$ cat src/rtl/img_frame_reader.sv
// Raster-order frame streamer: reads a frame RAM and emits pixels with sof/eol/eof on valid/ready.
// Define IMG_READER_HMIRROR_EN to read every line right-to-left (horizontal mirror).
module img_frame_reader #(
    parameter int unsigned IMG_W  = 8,
    parameter int unsigned IMG_H  = 8,
    parameter int unsigned ADDR_W = 16,
    parameter int unsigned DATA_W = 8
) (
    input  logic              CLK,
    input  logic              RESET,
    input  logic              start,
    output logic              busy,
    output logic              done,
    output logic              mem_en,
    output logic [ADDR_W-1:0] mem_addr,
    input  logic [DATA_W-1:0] mem_dout,
    output logic [DATA_W-1:0] pix_data,
    output logic              pix_valid,
    input  logic              pix_ready,
    output logic              pix_sof,
    output logic              pix_eol,
    output logic              pix_eof
);

    localparam int unsigned CW = (IMG_W > 1) ? $clog2(IMG_W) : 1;
    localparam int unsigned RW = (IMG_H > 1) ? $clog2(IMG_H) : 1;
    localparam logic [CW-1:0] COL_LAST = CW'(IMG_W - 1);
    localparam logic [RW-1:0] ROW_LAST = RW'(IMG_H - 1);

    localparam logic [1:0] ST_IDLE  = 2'd0;
    localparam logic [1:0] ST_FETCH = 2'd1;
    localparam logic [1:0] ST_DRAIN = 2'd2;

`ifdef IMG_READER_HMIRROR_EN
    localparam logic [CW-1:0]     COL_FIRST  = COL_LAST;
    localparam logic [CW-1:0]     COL_END    = '0;
    localparam logic [ADDR_W-1:0] ADDR_FIRST = ADDR_W'(IMG_W - 1);
`else
    localparam logic [CW-1:0]     COL_FIRST  = '0;
    localparam logic [CW-1:0]     COL_END    = COL_LAST;
    localparam logic [ADDR_W-1:0] ADDR_FIRST = '0;
`endif

    logic [1:0]        state_q;
    logic [CW-1:0]     col_q, col_nxt;
    logic [RW-1:0]     row_q, row_nxt;
    logic [ADDR_W-1:0] addr_q, addr_nxt;
    logic              inflight_q;
    logic [2:0]        tag_q, tag;
    logic [DATA_W+2:0] fifo_mem_q [2];
    logic [DATA_W+2:0] head;
    logic              wr_ptr_q, rd_ptr_q;
    logic [1:0]        count_q;
    logic              done_q;
    logic              line_end, frame_end, pop, issue;

    always_comb begin
        line_end  = (col_q == COL_END);
        frame_end = line_end && (row_q == ROW_LAST);
        pop       = pix_valid && pix_ready;
        // Outstanding = FIFO entries plus the read still in the RAM pipe; a pop frees one slot now.
        issue     = (state_q == ST_FETCH) &&
                    ((({1'b0, count_q} + {2'b00, inflight_q}) < 3'd2) || pop);
        tag       = {(col_q == COL_FIRST) && (row_q == '0), line_end, frame_end};

        row_nxt = row_q;
`ifdef IMG_READER_HMIRROR_EN
        if (line_end) begin
            col_nxt  = COL_LAST;
            row_nxt  = row_q + RW'(1);
            addr_nxt = addr_q + ADDR_W'(2 * IMG_W - 1);
        end else begin
            col_nxt  = col_q - CW'(1);
            addr_nxt = addr_q - ADDR_W'(1);
        end
`else
        addr_nxt = addr_q + ADDR_W'(1);
        if (line_end) begin
            col_nxt = '0;
            row_nxt = row_q + RW'(1);
        end else begin
            col_nxt = col_q + CW'(1);
        end
`endif
    end

    always_comb begin
        head      = fifo_mem_q[rd_ptr_q];
        pix_valid = (count_q != 2'd0);
        pix_data  = head[DATA_W-1:0];
        pix_sof   = pix_valid && head[DATA_W+2];
        pix_eol   = pix_valid && head[DATA_W+1];
        pix_eof   = pix_valid && head[DATA_W];
        mem_en    = issue;
        mem_addr  = addr_q;
        busy      = (state_q != ST_IDLE);
        done      = done_q;
    end

    always_ff @(posedge CLK) begin
        if (RESET) begin
            state_q    <= ST_IDLE;
            col_q      <= COL_FIRST;
            row_q      <= '0;
            addr_q     <= '0;
            inflight_q <= 1'b0;
            tag_q      <= '0;
            wr_ptr_q   <= 1'b0;
            rd_ptr_q   <= 1'b0;
            count_q    <= 2'd0;
            done_q     <= 1'b0;
            for (int i = 0; i < 2; i++) fifo_mem_q[i] <= '0;
        end else begin
            done_q <= pop && pix_eof;

            case (state_q)
                ST_IDLE: begin
                    if (start) begin
                        state_q <= ST_FETCH;
                        col_q   <= COL_FIRST;
                        row_q   <= '0;
                        addr_q  <= ADDR_FIRST;
                    end
                end
                ST_FETCH: begin
                    if (issue) begin
                        // Last address stays on mem_addr while draining.
                        if (frame_end) begin
                            state_q <= ST_DRAIN;
                        end else begin
                            col_q  <= col_nxt;
                            row_q  <= row_nxt;
                            addr_q <= addr_nxt;
                        end
                    end
                end
                ST_DRAIN: begin
                    if (pop && pix_eof) state_q <= ST_IDLE;
                end
                default: state_q <= ST_IDLE;
            endcase

            inflight_q <= issue;
            if (issue) tag_q <= tag;

            if (inflight_q) begin
                fifo_mem_q[wr_ptr_q] <= {tag_q, mem_dout};
                wr_ptr_q             <= ~wr_ptr_q;
            end
            if (pop) rd_ptr_q <= ~rd_ptr_q;

            if (inflight_q && !pop) begin
                count_q <= count_q + 2'd1;
            end else if (!inflight_q && pop) begin
                count_q <= count_q - 2'd1;
            end
        end
    end

endmodule

$ cat config.mk
export PLATFORM = sky130hd
export DESIGN_NAME = img_frame_reader
export DESIGN_NICKNAME = d
export VERILOG_FILES = /design/src/rtl/img_frame_reader.sv
export SDC_FILE = /design/constraint.sdc
export NUM_CORES = 1
export LEC_CHECK = 0
export ABC_AREA = 1
export BUFFER_PORTS_ARGS = -buffer_cell sky130_fd_sc_hd__buf_2
export CORE_MARGIN = 2
export CORE_UTILIZATION = 45
export CTS_CLUSTER_SIZE = 16
export DETAILED_ROUTE_END_ITERATION = 16
export MAX_ROUTING_LAYER = met4
export PLACE_DENSITY = 0.65
export SLEW_MARGIN = 20
export SYNTH_ARGS = -nofsm -noshare
export SYNTH_HDL_FRONTEND = slang
export SYNTH_SLANG_ARGS = --single-unit
$ cat constraint.sdc
create_clock -name CLK -period 2.6 [get_ports CLK]
set_clock_uncertainty 0.2 [all_clocks]
set_input_delay 0.39 -clock CLK [delete_from_list [all_inputs] [get_ports CLK]]
set_output_delay 0.39 -clock CLK [all_outputs]
set_load 0.01 [all_outputs]
# Word level (Yosys, flattened, before mapping)
# Memory sizes are Yosys's and may differ from the RTL's. A register that Yosys moved wholly into a read port is not among the register bits.
# Index checks and enable logic that the tools add are counted.
[totals]
input_bits = 12
output_inout_bits = 31
latchBits = 0
romBits = 0
ramBits = 22
register_bits = 33
n_memories = 1
word_cells = 84
[op_classes]
div_mod_pow = 0
eq_ne = 10
mul = 0
shift = 0
muxes = 30
add_sub_neg = 6
magnitude_cmp = 1
bitwise_logic = 2
reduce_logical = 24
[memory_table]
columns = ["name", "words", "word_bits", "read_ports", "rd_clocked_by_memory_dff", "wr", "line_no", "source"]
rows = [
  ["fifo_mem_q", 2, 11, 1, 1, 2, "50", "logic [DATA_W+2:0] fifo_mem_q [2];"],
]
[op_table]
columns = ["op", "count"]
rows = [
  ["16-bit 2-to-1 mux", 3],
  ["16-bit one-hot mux with 2 select lines", 1],
  ["3-bit 2-to-1 mux", 7],
  ["16-bit by 1-bit adder with 16-bit output, second input constant", 1],
  ["2-bit 2-to-1 mux", 6],
  ["2-bit inequality test, second input constant", 6],
  ["3-bit one-hot mux with 2 select lines", 2],
  ["11-bit 2-to-1 mux", 1],
  ["11-bit OR reduction", 1],
  ["1-bit logical AND", 10],
  ["1-bit 2-to-1 mux", 9],
  ["4-bit AND reduction", 2],
  ["2-bit nonzero test", 4],
  ["3-bit by 1-bit adder with 3-bit output, second input constant", 2],
  ["3-bit equality test, second input constant", 2],
  ["3-bit zero test", 2],
  ["2-bit one-hot mux with 3 select lines", 1],
  ["5-bit AND reduction", 1],
  ["2-bit by 1-bit adder with 3-bit output", 1],
  ["3-bit by 2-bit < comparator with 1-bit output, second input constant", 1],
  ["2-bit by 1-bit adder with 2-bit output, second input constant", 1],
  ["2-bit by 1-bit equality test with 1-bit output, second input constant", 1],
  ["2-bit equality test, second input constant", 1],
  ["1-bit zero test", 2],
  ["4 further kinds", 5],
]

# Logic depth before layout (Yosys ltp)
[logic_depth]
ltp_word = 6
depth_mapped = 11

# Least setup slack after synthesis
# OpenSTA, ideal clock, no wires.
[synth_path]
kind = "reg-to-reg"
startpoint = "register col_q[0]"
endpoint = "register addr_q[1], in the netlist mem_addr[1]"
path_stages_with_launch = 12
t_arrival_ns = 1.326
path_slack_ns = 0.946
t_required_ns = 2.272
synth_period_minus_slack_ns = 1.654
path_cell_list = "dfxtp_1 -> ha_1 -> ha_1 -> nand3_1 -> nand2_1 -> inv_2 -> nand3_2 -> inv_2 -> buf_6 -> nand2_1 -> nand2_1 -> nor2_1"
[synth_between]
elab_chain_cells = 4
[synth_rtl]
columns = ["item", "line_no", "source"]
rows = [
  ["start: declaration", "45", "logic [CW-1:0] col_q, col_nxt;"],
  ["start signal: assignment", "131", "col_q <= col_nxt;"],
  ["3-bit equality test", "58", "line_end = (col_q == COL_END);"],
  ["named net line_end", "55", "logic line_end, frame_end, pop, issue;"],
  ["1-bit logical AND", "59", "frame_end = line_end && (row_q == ROW_LAST);"],
  ["2-bit inequality test (no line)", "n/a", ""],
  ["4-bit AND reduction (no line)", "n/a", ""],
  ["end signal: assignment", "133", "addr_q <= addr_nxt;"],
  ["end: declaration", "47", "logic [ADDR_W-1:0] addr_q, addr_nxt;"],
]
# The timed path passes the listed nets, and every way through them passes these cells.
# A chain may end at the register's enable or synchronous reset.

# Worst setup path after layout
[layout_path]
startpoint = "register state_q[0]"
endpoint = "output mem_en"
[layout_between]
elab_chain_cells = 2
[layout_rtl]
columns = ["item", "line_no", "source"]
rows = [
  ["start: declaration", "44", "logic [1:0] state_q;"],
  ["start signal: assignment", "102", "state_q <= ST_IDLE;"],
  ["start signal: assignment", "119", "state_q <= ST_FETCH;"],
  ["start signal: assignment", "129", "state_q <= ST_DRAIN;"],
  ["2-bit by 1-bit equality test with 1-bit output", "62", "issue = (state_q == ST_FETCH) &&"],
  ["1-bit logical AND", "62", ""],
  ["end: declaration", "14", "output logic mem_en,"],
]
# No other way between the ends.

==> flow_summary_export.csv <==
group,metric,value,unit
status,status,"finished clean",
routing,antenna_left,0,
routing,drt_wl_total,6030,microns
logic_synthesis,syn_area,2840,sq um
clock_network,root_buffer,"clkbuf_8",
worst_setup_path,timing.critical_path.buf_inv,3,
worst_setup_path,rr_worst_depth,8,
floorplanning,core,6030,sq um
sta,maxSlewViolCount,0,
worst_setup_path,reg2reg_from,"state_q[1]$_SDFFE_PP0P_",
placed_design,numPortBuffers,42,
routing,vias,2494,
worst_setup_path,cpMostUsedCell,"nand2_1",
finish,drive_gt1_frac,0.155,
global_route,use_met2,0.307,
global_route,grt_max_degree,19,
finish,syn2layout_area_growth,13.0,%
floorplanning,rows,28,
pwr,p_int,1.44,mW
routing,drtIter0Drc,144,
routing,drc,0,
global_route,grt-busiest-layer,"met2",
pwr,vdd_drop_max,0.000301,V
pwr,combPwrFrac,0.315,
floorplanning,ios,43,
logic_synthesis,yosys_warnings,0,
worst_setup_path,arrival,1.73,ns
pwr,p_sw,823,uW
finish,regArea,1340,sq um
clock_network,cts_inserted_buffers,5,
logic_synthesis,synth-seq-area-share,0.472,
worst_setup_path,required,2.01,ns
placed_design,placed_cell_area,3120,sq um
worst_setup_path,critPathTopFamily,"buffers and inverters",
placed_design,dp_hpwl,4290,microns
routing,wl_per_cell,11.7,microns
sta,worst_slew_pin_slew,0.502,ns
job,maxCapViolCount,0,
pwr,seqPwrFrac,0.468,
finish,layout_commonest_cell,"nand2_1",
worst_setup_path,timing.rr.end,"mem_addr[4]$_SDFFE_PP0P_",
sta,max_freq,0.431,GHz
sta,min_period,2.32,ns
finish,nets,458,
sta,max-slew-margin-rel,0.665,
worst_setup_path,path_cells,"nand2_1 -> inv_2 -> nand2_1 -> inv_1 -> buf_2",
global_route,grt_pass1_wl,10600,microns
clock_network,post-cts-setup-buffers,0,
worst_setup_path,r2r_slack,0.46,ns
clock_network,clock_tree.buffer_depth,2,
pwr,power_frac_clock,0.216,
finish,insertedDiodeCount,0,
finish,final_cell_mix,"124 x nand2_1, 86 x nor2_1, 43 x inv_1",
finish,finalNonFillerCells,514,
logic_synthesis,synth_top_area_share,0.240,
logic_synthesis,ys_seq_elements,56,
clock_network,htreeDepth,2,
global_route,groute.layer.met1.usage,0.239,
pwr,p_total,2.26,mW
hold_path,whs_path_depth,3,
global_route,grt_usage,0.188,
global_route,grt-ovfl-total,0,
clock_network,cts.sinks,56,
logic_synthesis,syn_avg_cell_area,7.17,sq um
worst_setup_path,cp_slowest_cell,"dfxtp_1",
logic_synthesis,synth_area_leaders,"dfxtp_1 24%, edfxtp_1 23%, nand2_1 16%, nor2_1 11%, inv_1 5.7%",
global_route,grt_pass1_vias,2370,
finish,multiInputGateArea,1250,sq um
hold_path,whs_endpoint,"fifo_mem_q[1][5]$_SDFFCE_PN0P_",
routing,first_pass_iters,4,
sta,finalSetupTns,0,ns
worst_setup_path,path_class,"flop to primary output",
worst_setup_path,critPathLaunch,"state_q[0]$_SDFFE_PP0P_",
sta,final_hold_viol_count,0,
floorplanning,die_h,83.4,microns
routing,vias_per_cell,4.85,
sta,rsz0062_at_grt,"false",
global_route,antenna_found_initial,0,
floorplanning,die_w,83.4,microns
floorplanning,die_area,6960,sq um
worst_setup_path,cp_max_fo,14,
pwr,sw_frac_of_total,0.364,
clock_network,hold_buffers,0,
clock_network,cts_resized,0,
clock_network,clk_pin_slew,0.10,ns
logic_synthesis,synth_cells,396,
finish,design_area,3210,sq um
pwr,power-per-cell-area,704,nW/um^2
worst_setup_path,cpPeakStageDelay,0.39,ns
worst_setup_path,end_kind,"primary output",
placed_design,dp.cells,506,
floorplanning,start_util,0.471,
clock_network,clk_latency,0.31,ns
sta,setup_viol,0,
global_route,met3_usage,0.0368,
pwr,p_leak,1.54,nW
placed_design,gp_congestion,0.833,
logic_synthesis,syn_nets,416,
worst_setup_path,critPathLaunchType,"flop",
logic_synthesis,yosysTopAreaCell,"dfxtp_1",
hold_path,hp-start,"mem_dout[5]",
sta,timing.final.crit_share,0.892,
clock_network,cts_tree,"yes",
logic_synthesis,yosysUniqueCellTypes,26,
hold_path,hold_class,"primary input to flop",
finish,fillers,609,
[power groups by stage]
stage / Clock, mW / Combinational (mW) / Sequential, mW
after floorplan: 0 / 0.535 / 1.07
after global placement: 0 / 0.701 / 1.08
after detailed placement: 0 / 0.716 / 1.08
after CTS: 0.501 / 0.719 / 1.06
after global routing: 0.534 / 0.826 / 1.07
final: 0.489 / 0.712 / 1.06
[area by class of cell]
cell class | count | share of cell area
Sequential cell | 56 | 0.418
Tap cell | 75 | 0.0292
Inverter | 49 | 0.0573
Multi-Input combinational cell | 279 | 0.390
Timing Repair Buffer | 47 | 0.0772
Clock buffer | 5 | 0.0214
Clock inverter | 3 | 0.00740
[synthesized netlist by cell type, drive strengths merged]
cell type,number
nand2,127
nor2,87
inv,49
dfxtp,34
edfxtp,22
a21oi,17
nand3,16
o21ai,11
ha,8
buf,6
clkbuf,6
nand4,5
nor3,3
nor3b,2
nand3b,1
or2,1
xor2,1
[metrics by stage]
step	hold slack [ns]	util	setup WS, ns
final	0.184	0.533	0.280
after global routing	0.183	0.533	0.122
after CTS	0.175	0.533	0.251
after detailed placement	0.264	0.517	0.488
after global placement	0.256	0.517	0.519
after floorplan	0.245	-	0.946
[cell families after synthesis]
logic type	share of synthesized area
AOI/OAI and AO/OA	0.0493
xor gates and xnor gates	0.00308
adders and majority gates	0.0352
buffers and inverters	0.0872
DFF	0.472
and+or+nand+nor	0.353
[how the worst max path moves through the flow]
stage	cells after the start	slack, ns	end
3_3_place_gp	9	0.52	mem_addr[15]$_SDFFE_PP0P_
4_1_cts	5	0.25	mem_en
5_1_grt	5	0.12	mem_en
3_5_place_dp	9	0.49	mem_addr[1]$_SDFFE_PP0P_
6_report	5	0.28	mem_en
2_1_floorplan	11	0.95	mem_addr[1]$_SDFFE_PP0P_
[metal layers]
| layer | routed length [microns] | vias up |
|---|---|---|
| li1 | - | 1307 |
| met5 | 0 | - |
| met2 | 2770 | 56 |
| met1 | 2940 | 1125 |
| met4 | 69 | 0 |
| met3 | 255 | 6 |
[worst register-to-register path, stage by stage, from the launching register on]
cell	delay, ns
dfxtp_1	0.37
inv_2	0.05
nand2_1	0.30
inv_2	0.22
nand3_4	0.16
nand3_2	0.23
inv_2	0.31
nand2_1	0.08
a21oi_1	0.15
[sequential cells by signal, summed over array words and instances (netlist names), 2 cells and up, named ones only]
| name | flops |
|---|---|
| state_q | 2 |
| tag_q | 3 |
| mem_addr | 16 |
| count_q | 2 |
| fifo_mem_q | 22 |
| row_q | 3 |
| col_q | 3 |
(Power assumes the default switching activity.)
